**config.mk**
```make
export PLATFORM = sky130hd
export DESIGN_NAME = uart_cmd_host
export DESIGN_NICKNAME = d
export VERILOG_FILES = /design/src/rtl/uart_cmd_host.sv
export SDC_FILE = /design/constraint.sdc
export NUM_CORES = 1
export LEC_CHECK = 0
export ABC_AREA = 1
export BUFFER_PORTS_ARGS = -buffer_cell sky130_fd_sc_hd__buf_2
export CAP_MARGIN = 20
export CORE_MARGIN = 4
export CORE_UTILIZATION = 50
export DETAILED_ROUTE_END_ITERATION = 12
export PLACE_DENSITY = 0.75
export SYNTH_ARGS = -nofsm -noshare
export SYNTH_HDL_FRONTEND = slang
export SYNTH_SLANG_ARGS = --single-unit
```
**constraint.sdc**
```tcl
create_clock -name clk -period 1.6 [get_ports clk]
set_input_delay 0.4 -clock clk [delete_from_list [all_inputs] [get_ports clk]]
set_output_delay 0.4 -clock clk [all_outputs]
set_load 0.05 [all_outputs]
```
**src/rtl/uart_cmd_host.sv**
```systemverilog
// UART command initiator: sends a 6-byte command frame, collects a 5-byte reply.
// Optional macro UART_CMD_HOST_TRAILER_CHECK_EN flags a non-zero reply trailer.
module uart_cmd_host #(
    parameter logic [7:0] END_BYTE       = 8'h00,
    parameter int         TIMEOUT_CYCLES = 240000,
    parameter int         TO_W           = 18
) (
    input  logic        clk,
    input  logic        rstn,
    input  logic        cmd_valid,
    output logic        cmd_ready,
    input  logic [7:0]  cmd_op,
    input  logic [31:0] cmd_arg,
    output logic        rsp_valid,
    output logic [31:0] rsp_data,
    output logic        rsp_err,
    output logic        tx_start,
    output logic [7:0]  tx_data,
    input  logic        tx_ready,
    input  logic        rx_rcv,
    input  logic [7:0]  rx_data
);

    typedef enum logic [2:0] {
        IDLE, TX_LOAD, TX_WAIT_LO, TX_WAIT_HI, RX, DONE
    } state_t;

    state_t          state, state_nx;
    logic [47:0]     frame;
    logic [2:0]      idx;
    logic [2:0]      rx_cnt;
    logic [31:0]     rx_sh;
    logic [TO_W-1:0] to_cnt;
    logic [7:0]      cur_byte;
    logic            to_hit;
    logic            rx_last;
    logic            trl_err;

    assign to_hit  = (to_cnt == TO_W'(TIMEOUT_CYCLES - 1));
    assign rx_last = rx_rcv && (rx_cnt == 3'd4);

`ifdef UART_CMD_HOST_TRAILER_CHECK_EN
    assign trl_err = (rx_data != 8'h00);
`else
    assign trl_err = 1'b0;
`endif

    always_comb begin
        cur_byte = 8'h00;
        unique case (idx)
            3'd0:    cur_byte = frame[47:40];
            3'd1:    cur_byte = frame[39:32];
            3'd2:    cur_byte = frame[31:24];
            3'd3:    cur_byte = frame[23:16];
            3'd4:    cur_byte = frame[15:8];
            3'd5:    cur_byte = frame[7:0];
            default: cur_byte = 8'h00;
        endcase
    end

    always_comb begin
        state_nx = state;
        unique case (state)
            IDLE:       if (cmd_valid) state_nx = TX_LOAD;
            TX_LOAD:    if (tx_ready) state_nx = TX_WAIT_LO;
            TX_WAIT_LO: if (!tx_ready) state_nx = TX_WAIT_HI;
            TX_WAIT_HI: if (tx_ready) state_nx = (idx == 3'd5) ? RX : TX_LOAD;
            RX:         if (rx_last || (!rx_rcv && to_hit)) state_nx = DONE;
            DONE:       state_nx = IDLE;
            default:    state_nx = IDLE;
        endcase
    end

    // Start is held through the UART's delayed ready fall.
    assign cmd_ready = (state == IDLE);
    assign rsp_valid = (state == DONE);
    assign tx_start  = ((state == TX_LOAD) && tx_ready) || (state == TX_WAIT_LO);
    assign tx_data   = cur_byte;

    always_ff @(posedge clk or negedge rstn) begin
        if (!rstn) begin
            state    <= IDLE;
            frame    <= '0;
            idx      <= '0;
            rx_cnt   <= '0;
            rx_sh    <= '0;
            to_cnt   <= '0;
            rsp_data <= '0;
            rsp_err  <= 1'b0;
        end else begin
            state <= state_nx;
            unique case (state)
                IDLE: begin
                    if (cmd_valid) begin
                        frame <= {cmd_op, cmd_arg, END_BYTE};
                        idx   <= '0;
                    end
                end
                TX_WAIT_HI: begin
                    if (tx_ready) begin
                        if (idx == 3'd5) begin
                            rx_cnt <= '0;
                            to_cnt <= '0;
                        end else begin
                            idx <= idx + 3'd1;
                        end
                    end
                end
                RX: begin
                    // A byte landing on the expiry cycle wins over the timeout.
                    if (rx_rcv) begin
                        rx_sh  <= {rx_sh[23:0], rx_data};
                        rx_cnt <= rx_cnt + 3'd1;
                        to_cnt <= '0;
                        if (rx_last) begin
                            rsp_data <= rx_sh;
                            rsp_err  <= trl_err;
                        end
                    end else if (to_hit) begin
                        rsp_data <= '0;
                        rsp_err  <= 1'b1;
                    end else begin
                        to_cnt <= to_cnt + TO_W'(1);
                    end
                end
                default: ;
            endcase
        end
    end

endmodule

```
; ---- Word-level counts from Yosys, hierarchy flattened
; Index checks and enable logic that the tools add are counted.
[totals]
reg_bits = 132
inputBits = 53
[op_classes]
add_sub_neg = 3
n_eq_ne = 22
muxes = 27
n_reduce_logical = 18
[op_table]
columns = op, count
row1 = 32-bit 2-to-1 mux, 3
row2 = 18-bit 2-to-1 mux, 4
row3 = 8-bit one-hot mux with 5 select lines, 1
row4 = 3-bit 2-to-1 mux, 12
row5 = 18-bit one-hot mux with 2 select lines, 1
row6 = 18-bit by 1-bit adder with 18-bit output (second input constant), 1
row7 = 18-bit equality test (second input constant), 1
row8 = 2-bit != test (second input constant), 8
row9 = 3-bit equality test (second input constant), 5
row10 = 3-bit one-hot mux with 5 select lines, 1
row11 = 3-bit by 2-bit equality test with 1-bit output (second input constant), 4
row12 = 3-bit one-hot mux with 2 select lines, 2
row13 = 4-bit AND reduction, 3
row14 = 3-bit by 1-bit adder with 3-bit output (second input constant), 2
row15 = 3-bit by 1-bit equality test with 1-bit output (second input constant), 2
row16 = 3-bit logical NOT, 2
row17 = 2-bit nonzero test, 3
row18 = 5-bit AND reduction, 1
row19 = 2-bit AND reduction, 2
row20 = 1-bit logical AND, 3
row21 = 1-bit 2-to-1 mux, 3
row22 = 3-bit != test (second input constant), 1
row23 = 3-bit AND reduction, 1
row24 = 1-bit logical OR, 2
row25 = 2 further kinds, 2

; ---- Logic depth before layout (Yosys ltp)
; Gate-level depths: netlist of run 1.
[depth]
ltp_word = 5
ltp_mapped = 11
mapped_depth_nobuf = 11

; ---- Worst setup path after synthesis of run 1
; No wires, ideal clock.
[synth_path]
path_type = reg2out
startpoint = register state[2]
endpoint = output port tx_start
arrival_ps = 1817
setup_slack_ps = -617
stages_incl_launch_ff = 4
path_cell_list = dfrtp_1 nor3_1 inv_1 o21ai_0
[synth_via]
elab_chain_cells = 3
elab_cells_between_ends = 4
[synth_rtl]
columns = element, line
row1 = start: declaration, 28  ; state_t state, state_nx;
row2 = start signal: assignment, 91  ; state <= state_nx;
row3 = 3-bit by 1-bit equality test with 1-bit output, 77  ; assign tx_start = ((state == TX_LOAD) && tx_ready) || (state == TX_WAIT_LO);
row4 = 1-bit logical AND, 77
row5 = 1-bit logical OR *, 77
row6 = end: declaration, 17  ; output logic tx_start,
; Every way passes the cells marked *; elsewhere a longest branch is shown, timed or not.

; ---- Worst setup path after layout of run 1
[layout_path]
startpoint = register idx[1]
endpoint = output port tx_data[3]
[layout_via]
elab_chain_cells = 2
elab_cells_between_ends = 6
[layout_rtl]
columns = element, line
row1 = start: declaration, 30  ; logic [2:0] idx;
row2 = start signal: assignment, 105  ; idx <= idx + 3'd1;
row3 = 3-bit equality test (tied with other cells), 50  ; unique case (idx)
row4 = 8-bit one-hot mux with 5 select lines *, 50
row5 = end: declaration, 18  ; output logic [7:0] tx_data,
; Marked as above.

==> results_dict.tcl, run 1 <==
set metrics [dict create \
    outcome "finished with violations" \
    failed_checks "setup timing" \
    leakage_nw 4.57 \
    p_total_w 0.0163 \
    yosys.area.top_type "dfrtp_1" \
    place.gp.congestion 0.889 \
    port_buffers 96 \
    ys_types 37 \
    dpl.hpwl_um 10300 \
    synth-seq-cells 132 \
    grt_usage 0.245 \
    synth_nets 712 \
    rows 40 \
    worst_slew_pin_slew_ps 394 \
    worstSetupEndpointType "primary output" \
    cp.arrival_ps 1980 \
    clock_latency_ps 430 \
    yosysWarnings 0 \
    r2r_slack_ps -230 \
    wirelength_um 22300 \
    coreArea_mm2 0.0120 \
    powerDensity_mw_per_mm2 1690 \
    fmax_ghz 0.420 \
    ys_seq_area_frac 0.542 \
    skew_ps 13.2 \
    fillCellCount 586 \
    finalWorstSetupSlack_ps -781 \
    cts_root_buf "clkbuf_16" \
    min_period_over_period 1.49 \
    drive_gt1_frac 0.561 \
    grt_pass1_vias 5533 \
    final-max-slew-violation-count 0 \
    drc 0 \
    crit_end "tx_data[3]" \
    critPathMaxFanout 7 \
    synth_top_area_frac 0.542 \
    cts.sinks 132 \
    grt_max_degree 51 \
    overflow 0 \
    multiInputGateArea_mm2 0.00341 \
    hold_ws_ps 174 \
    synth_edf_count 0 \
    setup_viol 102 \
    synth-async-reset-ratio 1.00 \
    ys_top_cells_by_area "dfrtp_1 (54%), nand2_1 (11%), mux2_2 (6.3%), inv_1 (4.0%), o21ai_0 (3.7%)" \
    setup_tns_ps -19930 \
    reg2reg_depth 10 \
    finalHoldViolCount 0 \
    routedWlPerCell_um 21.8 \
    dieArea_mm2 0.0140 \
    antenna_found_initial 0 \
    syn_area_per_cell_um2 9.36 \
    cts_tree "built" \
    io_pins 97 \
    crit_start "idx[1]" \
    fin_cells 1023 \
    hp-class "input pin to flip-flop" \
    grt_pass1_wl_um 27300 \
    path_clk_slew_ps 60 \
    die_x_um 118 \
    ir_worst_vdd_mv 1.02 \
    r2r_start "state[0]" \
    viasPerCell 5.93 \
    synth_flop_cell "dfrtp_1" \
    critPathKind "flip-flop to primary output" \
    place_ws_ps -526 \
    areaGrowthSynthToFinish_pct 58.4 \
    syn-instance-count 651 \
    drv_cap 0 \
    synth_area_mm2 0.00610 \
    antenna_cells 0 \
    cp-start-kind "flip-flop" \
    reg2reg_to "rsp_data[28]" \
    vias 6069 \
    crit_required_ps 1200 \
    die-height_um 118 \
    nNetsFinal 925 \
    initial_utilization 0.510 \
    htree_num_levels 4 \
    period_minus_slack_ps 2380 \
    regArea_mm2 0.00331 \
    cts_buffers 17 \
    place_inst 930 \
    slew_headroom 0.737 \
    clock_path_buffers 2 \
    grt_setup_unrepaired "yes" \
    drt-initial-drc-count 716 \
    final_antenna_net_count 0 \
    drtPass1Iterations 6 \
]
-- worst min-delay path by stage --
stage                from        end  slack, ps  cells after the start
2_1_floorplan        rstn  frame[10]        100                      0
3_3_place_gp         rstn  frame[32]        340                      1
3_5_place_dp         rstn  frame[32]        340                      1
4_1_cts        rx_data[2]   rx_sh[2]        170                      3
5_1_grt        rx_data[1]   rx_sh[1]        170                      3
6_report       rx_data[3]   rx_sh[3]        170                      3
-- layer usage --
| layer | share of wire | wire [µm] | GRT usage |
|---|---|---|---|
| met2 | 0.50 | 11200 | 0.419 |
| met5 | 0 | 0 | 0 |
| met4 | 0.053 | 1170 | 0.0956 |
| met1 | 0.36 | 8020 | 0.300 |
| met3 | 0.083 | 1840 | 0.0593 |
-- area by class of cell --
class,instances,area share
Timing Repair inverter,1,0.00168
Clock buffer,19,0.0459
Multi-Input combinational cell,436,0.353
Tap cell,147,0.0190
Timing Repair Buffer,207,0.189
Inverter,69,0.0301
Clock inverter,12,0.0188
Sequential cell,132,0.343
-- cells in the final DEF (no fill, tap or decap), types with 9 or more instances in the layout --
cell / instances
dfrtp_1: 128
nand2_1: 94
buf_2: 84
nand2_2: 61
buf_4: 58
inv_1: 54
o21ai_2: 46
buf_6: 36
mux2_2: 34
nand2_4: 32
nor2_1: 28
clkbuf_16: 23
nand3_1: 21
o21ai_1: 20
buf_12: 14
nand2_8: 13
nand4_1: 10
nand3_2: 9
-- synthesized netlist by cell type (5+ instances only) --
cell type    n
buf_2        6
buf_6        8
o21ai_2     17
inv_1       65
dfrtp_1    132
nand2_1    185
o21ai_1     14
a221oi_1     8
nor3_1       5
ha_1         8
nor2_1      36
nand4_1     10
mux2_2      34
nand3_1     31
a21oi_1      7
o21ai_0     45
-- kinds of logic (layout without fill, tap and decap cells) --
logic type,after synthesis,in the layout,synth area share
muxes,34,34,0.0628
adders and majority gates,8,8,0.0164
buffers and inverters,90,308,0.0708
DFF,132,132,0.542
xor gates and xnor gates,6,6,0.00862
AOI/OAI and AO/OA,97,97,0.0991
and+or+nand+nor,284,291,0.200
-- sequential cells by signal, summed over array words and instances (netlist names) --
name,flops
rx_cnt,3
rsp_err,1
to_cnt,18
idx,3
frame,40
rx_sh,32
state,3
rsp_data,32
-- power breakdown --
| group | internal [W] | switching, W |
|---|---|---|
| clock | 0.00264 | 0.00159 |
| sequential | 0.00443 | 0.00101 |
| combinational | 0.00291 | 0.00371 |
| total | 0.00999 | 0.00631 |
-- critical path: stages, from the launching register on --
cell	delay [ps]
dfrtp_1	420
inv_2	110
ha_4	190
inv_4	60
nor2_4	60
buf_4	140
a221oi_2	280
nand2_2	130
buf_8	160
-- per-stage QoR --
step | cell area (µm²) | utilization
final | 9660 | 0.807
after CTS | 8330 | 0.697
after global placement | 7150 | 0.598
after floorplan | 6150 | -
after detailed placement | 7150 | 0.598
after global routing | 9660 | 0.807
-- what timing repair did --
item,CTS,global route
endpoints found under the setup margin,68,119
pin swaps,25,46
endpoints found under the hold margin,21,0
gates cloned,6,12
hold buffers,1,0
buffers inserted,16,28
resized for setup,99,245
(Power assumes the default switching activity.)
==> run 2, diff against run 1 <==
--- a/config.mk
+++ b/config.mk
@@ -12,6 +12,7 @@
 export CORE_UTILIZATION = 50
 export DETAILED_ROUTE_END_ITERATION = 12
 export PLACE_DENSITY = 0.75
+export RECOVER_POWER = 50
 export SYNTH_ARGS = -nofsm -noshare
 export SYNTH_HDL_FRONTEND = slang
 export SYNTH_SLANG_ARGS = --single-unit
==> run 2 against run 1 <==
The run still ends with setup timing left. Via count up 0.13%. Sequential power about the same. Worst hold slack hardly changed. Largest cell class unchanged. Clock skew hardly changed. Routed wire length is essentially flat. Clock power about the same. Core utilization fell by 0.30 points. Fmax grew 0.13%. Setup slack improved by 3.2 ps. Critical endpoint unchanged. Flip-flop and latch count did not move. Total power is 0.10% lower. Final cell count stayed put.
==> results_dict.tcl, run 2 (synthesized netlist as in run 1, its figures left out) <==
set metrics [dict create \
    outcome "finished with violations" \
    failed_checks "setup timing" \
    antenna_found_initial 0 \
    die-height_um 118 \
    largest_reg_flops 40 \
    r2r_start "state[0]" \
    worst_slew_pin_slew_ps 652 \
    place_inst 930 \
    wirelength_um 22300 \
    cts_buffers 17 \
    drt-initial-drc-count 687 \
    dieArea_mm2 0.0140 \
    top_register "frame" \
    period_minus_slack_ps 2380 \
    dpl.hpwl_um 10300 \
    cp-start-kind "flip-flop" \
    place.gp.congestion 0.889 \
    htree_num_levels 4 \
    viasPerCell 5.94 \
    clock_path_buffers 2 \
    slew_headroom 0.565 \
    setup_viol 102 \
    final_antenna_net_count 0 \
    reg2reg_depth 10 \
    grt_setup_unrepaired "yes" \
    rows 40 \
    path_clk_slew_ps 60 \
    hp-class "input pin to flip-flop" \
    fmax_ghz 0.421 \
    leakage_nw 4.55 \
    hold_ws_ps 174 \
    grt_pass1_wl_um 27300 \
    layout_common_cells "dfrtp_1 (128), nand2_1 (94), buf_2 (84), nand2_2 (61), buf_4 (59)" \
    grt_usage 0.245 \
    min_from "rx_data[3]" \
    cp.arrival_ps 1980 \
    layout_commonest_cell "dfrtp_1" \
    drv_cap 0 \
    areaGrowthSynthToFinish_pct 57.8 \
    drc 0 \
    vias 6077 \
    initial_utilization 0.510 \
    crit_required_ps 1200 \
    fin_cells 1023 \
    critPathKind "flip-flop to primary output" \
    fillCellCount 591 \
    worstSetupEndpointType "primary output" \
    grt_pass1_vias 5533 \
    die_x_um 118 \
    powerDensity_mw_per_mm2 1690 \
    port_buffers 96 \
    clock_latency_ps 430 \
    grt_max_degree 51 \
    critPathMaxFanout 7 \
    reg2reg_to "rsp_data[24]" \
    top_regs "frame x40, rsp_data x32, rx_sh x32" \
    cts_root_buf "clkbuf_16" \
    final-max-slew-violation-count 0 \
    final_core_util 0.804 \
    antenna_cells 0 \
    nNetsFinal 925 \
    drtPass1Iterations 5 \
    io_pins 97 \
    min_to "rx_sh[3]" \
    multiInputGateArea_mm2 0.00341 \
    regArea_mm2 0.00331 \
    finalWorstSetupSlack_ps -777 \
    coreArea_mm2 0.0120 \
    overflow 0 \
    ir_worst_vdd_mv 1.01 \
    r2r_slack_ps -230 \
    whs_path_depth 3 \
    routedWlPerCell_um 21.8 \
    drive_gt1_frac 0.561 \
    cts.sinks 132 \
    min_period_over_period 1.49 \
    setup_tns_ps -19830 \
    p_total_w 0.0163 \
    skew_ps 13.5 \
    finalHoldViolCount 0 \
    cts_tree "built" \
]
[run 2: cell count changes in the layout (fill, tap and decap cells not counted), sizes merged]
| cell | change |
|---|---|
| buf | -1 |
| clkbuf | +1 |
[run 2: worst max path at each step]
stage,cells after the start,end,from
after floorplan,7,tx_data[3],idx[1]
after global placement,7,tx_data[4],idx[1]
after detailed placement,7,tx_data[2],idx[1]
after CTS,7,tx_data[5],idx[0]
after global routing,8,tx_data[3],idx[1]
final,8,tx_data[3],idx[1]
[run 2: repair_timing]
item,in CTS,in global routing
endpoints found under the hold margin,21,0
gates cloned,6,12
buffers inserted,16,28
hold buffers,1,0
resized for setup,99,245
setup endpoints to repair,68,119
pin swaps,25,46
[run 2: critical path: stages (launching register included)]
cell,delay [ps]
dfrtp_1,420
inv_2,110
ha_4,190
inv_4,60
nor2_4,60
buf_4,140
a221oi_2,280
nand2_2,130
buf_8,160
[run 2: stage by stage]
| stage | instance area (µm²) | setup slack, ps |
|---|---|---|
| after floorplan | 6150 | -242 |
| after global placement | 7150 | -425 |
| after detailed placement | 7150 | -526 |
| after CTS | 8330 | -643 |
| after global routing | 9620 | -835 |
| final | 9620 | -777 |
[run 2: power by group]
group | switching, W | leakage [nW] | internal (W)
Clock | 0.00159 | 0.291 | 0.00264
Sequential | 0.00102 | 1.69 | 0.00443
Combinational | 0.00370 | 2.58 | 0.00290
Total | 0.00630 | 4.55 | 0.00998
[run 2: area by class of cell]
type,count,share of cell area
flip-flops and latches,132,0.344
clock inverters,12,0.0189
clock buffers,19,0.0460
multi-input cells,436,0.355
well taps,147,0.0191
repair inverters,1,0.00169
repair buffers,207,0.186
inverters,69,0.0302
[run 2: layer usage]
layer	track usage	routed length, µm
met3	0.0593	1790
met4	0.0956	1190
met5	0	0
met2	0.419	11300
met1	0.300	8000
==> run 3, diff against run 2 <==
--- a/config.mk
+++ b/config.mk
@@ -8,6 +8,7 @@
 export ABC_AREA = 1
 export BUFFER_PORTS_ARGS = -buffer_cell sky130_fd_sc_hd__buf_2
 export CAP_MARGIN = 20
+export CORE_ASPECT_RATIO = 0.5
 export CORE_MARGIN = 4
 export CORE_UTILIZATION = 50
 export DETAILED_ROUTE_END_ITERATION = 12
==> run 3 against run 2 <==
The flow still finishes with violations (setup timing). Non-clock buffer count is 4 higher. Core utilization is 1.5 points higher. Global-route usage is 0.36 points lower. Register-to-register slack worse by 120 ps. Via count is 3.7% higher. Worst hold slack better by 31 ps. Sequential share of layout area is 0.40 points lower. Total power is 4.2% higher. Highest routed layer unchanged.
==> results_dict.tcl, run 3 (synthesized netlist as in run 1, its figures left out) <==
set metrics [dict create \
    rows 28 \
    drtPass1Iterations 5 \
    initial_utilization 0.513 \
    slew_headroom 0.417 \
    largest_reg_flops 40 \
    antenna_found_initial 0 \
    grt_usage 0.241 \
    top_register "frame" \
    finalWorstSetupSlack_ps -929 \
    final_cell_area_mm2 0.00973 \
    failed_checks "setup timing" \
    routedWlPerCell_um 24.3 \
    antenna_cells 0 \
    hp-class "input pin to flip-flop" \
    postPlaceCellArea_mm2 0.00724 \
    worst_slew_pin_slew_ps 875 \
    layout_commonest_cell "dfrtp_1" \
    clock_path_buffers 2 \
    grt_util_met1 0.304 \
    vias 6299 \
    viasPerCell 6.05 \
    drt-initial-drc-count 738 \
    cts_tree "built" \
    drv_cap 0 \
    met2_usage 0.415 \
    coreArea_mm2 0.0119 \
    clock_latency_ps 440 \
    grt_max_degree 39 \
    cts.sinks 132 \
    layout_common_cells "dfrtp_1 (129), nand2_1 (96), buf_2 (84), buf_4 (63), nand2_2 (58)" \
    htree_num_levels 4 \
    critPathKind "flip-flop to primary output" \
    place.gp.congestion 0.874 \
    dieArea_mm2 0.0141 \
    path_clk_slew_ps 70 \
    hold_ws_ps 205 \
    final_antenna_net_count 0 \
    crit_required_ps 1200 \
    critPathMaxFanout 8 \
    drive_gt1_frac 0.555 \
    grt_pass1_wl_um 26700 \
    die_x_um 164 \
    areaGrowthSynthToFinish_pct 59.6 \
    die-height_um 86.1 \
    io_pins 97 \
    cts_buffers 17 \
    min_period_over_period 1.58 \
    grt_setup_unrepaired "yes" \
    final-max-slew-violation-count 0 \
    ir_worst_vdd_mv 1.41 \
    leakage_nw 4.71 \
    fmax_ghz 0.395 \
    outcome "finished with violations" \
    dpl.hpwl_um 10300 \
    whs_path_depth 2 \
    finalHoldViolCount 0 \
    overflow 0 \
    busiest_layer "met2" \
    cp.arrival_ps 2130 \
    port_buffers 96 \
    setup_tns_ps -20750 \
    wirelength_um 25300 \
    powerDensity_mw_per_mm2 1740 \
    period_minus_slack_ps 2530 \
    cts_root_buf "clkbuf_16" \
    nNetsFinal 925 \
    drc 0 \
    worstSetupEndpointType "primary output" \
    skew_ps 12.4 \
    grt_pass1_vias 5370 \
    setup_viol 132 \
    cp-start-kind "flip-flop" \
    top_regs "frame x40, rsp_data x32, rx_sh x32" \
    grt.met3_usage 0.0576 \
    reg2reg_depth 11 \
]
==> run 3: cell types whose count changed in the layout (fill, tap and decap cells not counted), moves of 5 or more <==
cell       previous run  this run
mux2_2               34         5
mux2_4                0        29
buf_6                37        28
nand2_8              13         7
clkbuf_16            23        28
==> run 3: worst paths after layout <==
kind                                  start      endpoint  slack, ps
worst max-delay path                 idx[0]    tx_data[7]       -930
worst max register to register       idx[1]      state[0]       -350
worst min-delay path            cmd_arg[24]     frame[32]        210
worst min register to register    rx_sh[17]     rx_sh[25]        490
max in group asynchronous              rstn      state[1]        120
min in group asynchronous              rstn  rsp_data[30]        620
==> run 3: routing by layer <==
metal / vias to the layer above / routed length, µm
met1: 3087 / 9230
met2: 491 / 12300
met4: 0 / 1500
met5: - / 0
li1: 2569 / -
met3: 152 / 2320
==> run 3: per-stage QoR <==
stage               total power (W)  setup slack [ps]  cells   util
floorplan                   0.00806              -242    651      -
detailed placement          0.00935              -563    955  0.609
finish                       0.0170              -929   1041  0.819
global route                 0.0174              -982   1041  0.819
CTS                          0.0146              -636   1008  0.706
global placement            0.00919              -458    955  0.609
==> run 3: power by group <==
group | switching, W | internal, W
Combinational | 0.00406 | 0.00316
Clock | 0.00170 | 0.00247
Sequential | 0.00114 | 0.00442
Total | 0.00690 | 0.0101
==> run 3: critical path, stage by stage, from the launching register on <==
cell      delay (ps)
dfrtp_1          430
ha_2             220
ha_4             200
nand2_1           80
o21ai_1          160
a221oi_4         320
nand2_2          110
buf_8            170
==> run 3: layout make-up <==
type	instances	area [µm²]
Timing Repair Buffer	211	1900
Fill cell	503	2150
Multi-Input combinational cell	432	3420
Clock inverter	13	175
Timing Repair inverter	1	11.3
Inverter	69	288
Sequential cell	132	3310
Clock buffer	18	429
Tap cell	165	206
==> run 3: what timing repair did <==
action	4_1_cts	5_1_grt
endpoints found under the hold margin	24	0
hold buffers	1	0
resized for setup	93	272
pin swaps	18	35
cloned	4	18
buffers inserted	17	15
setup endpoints to repair	63	135
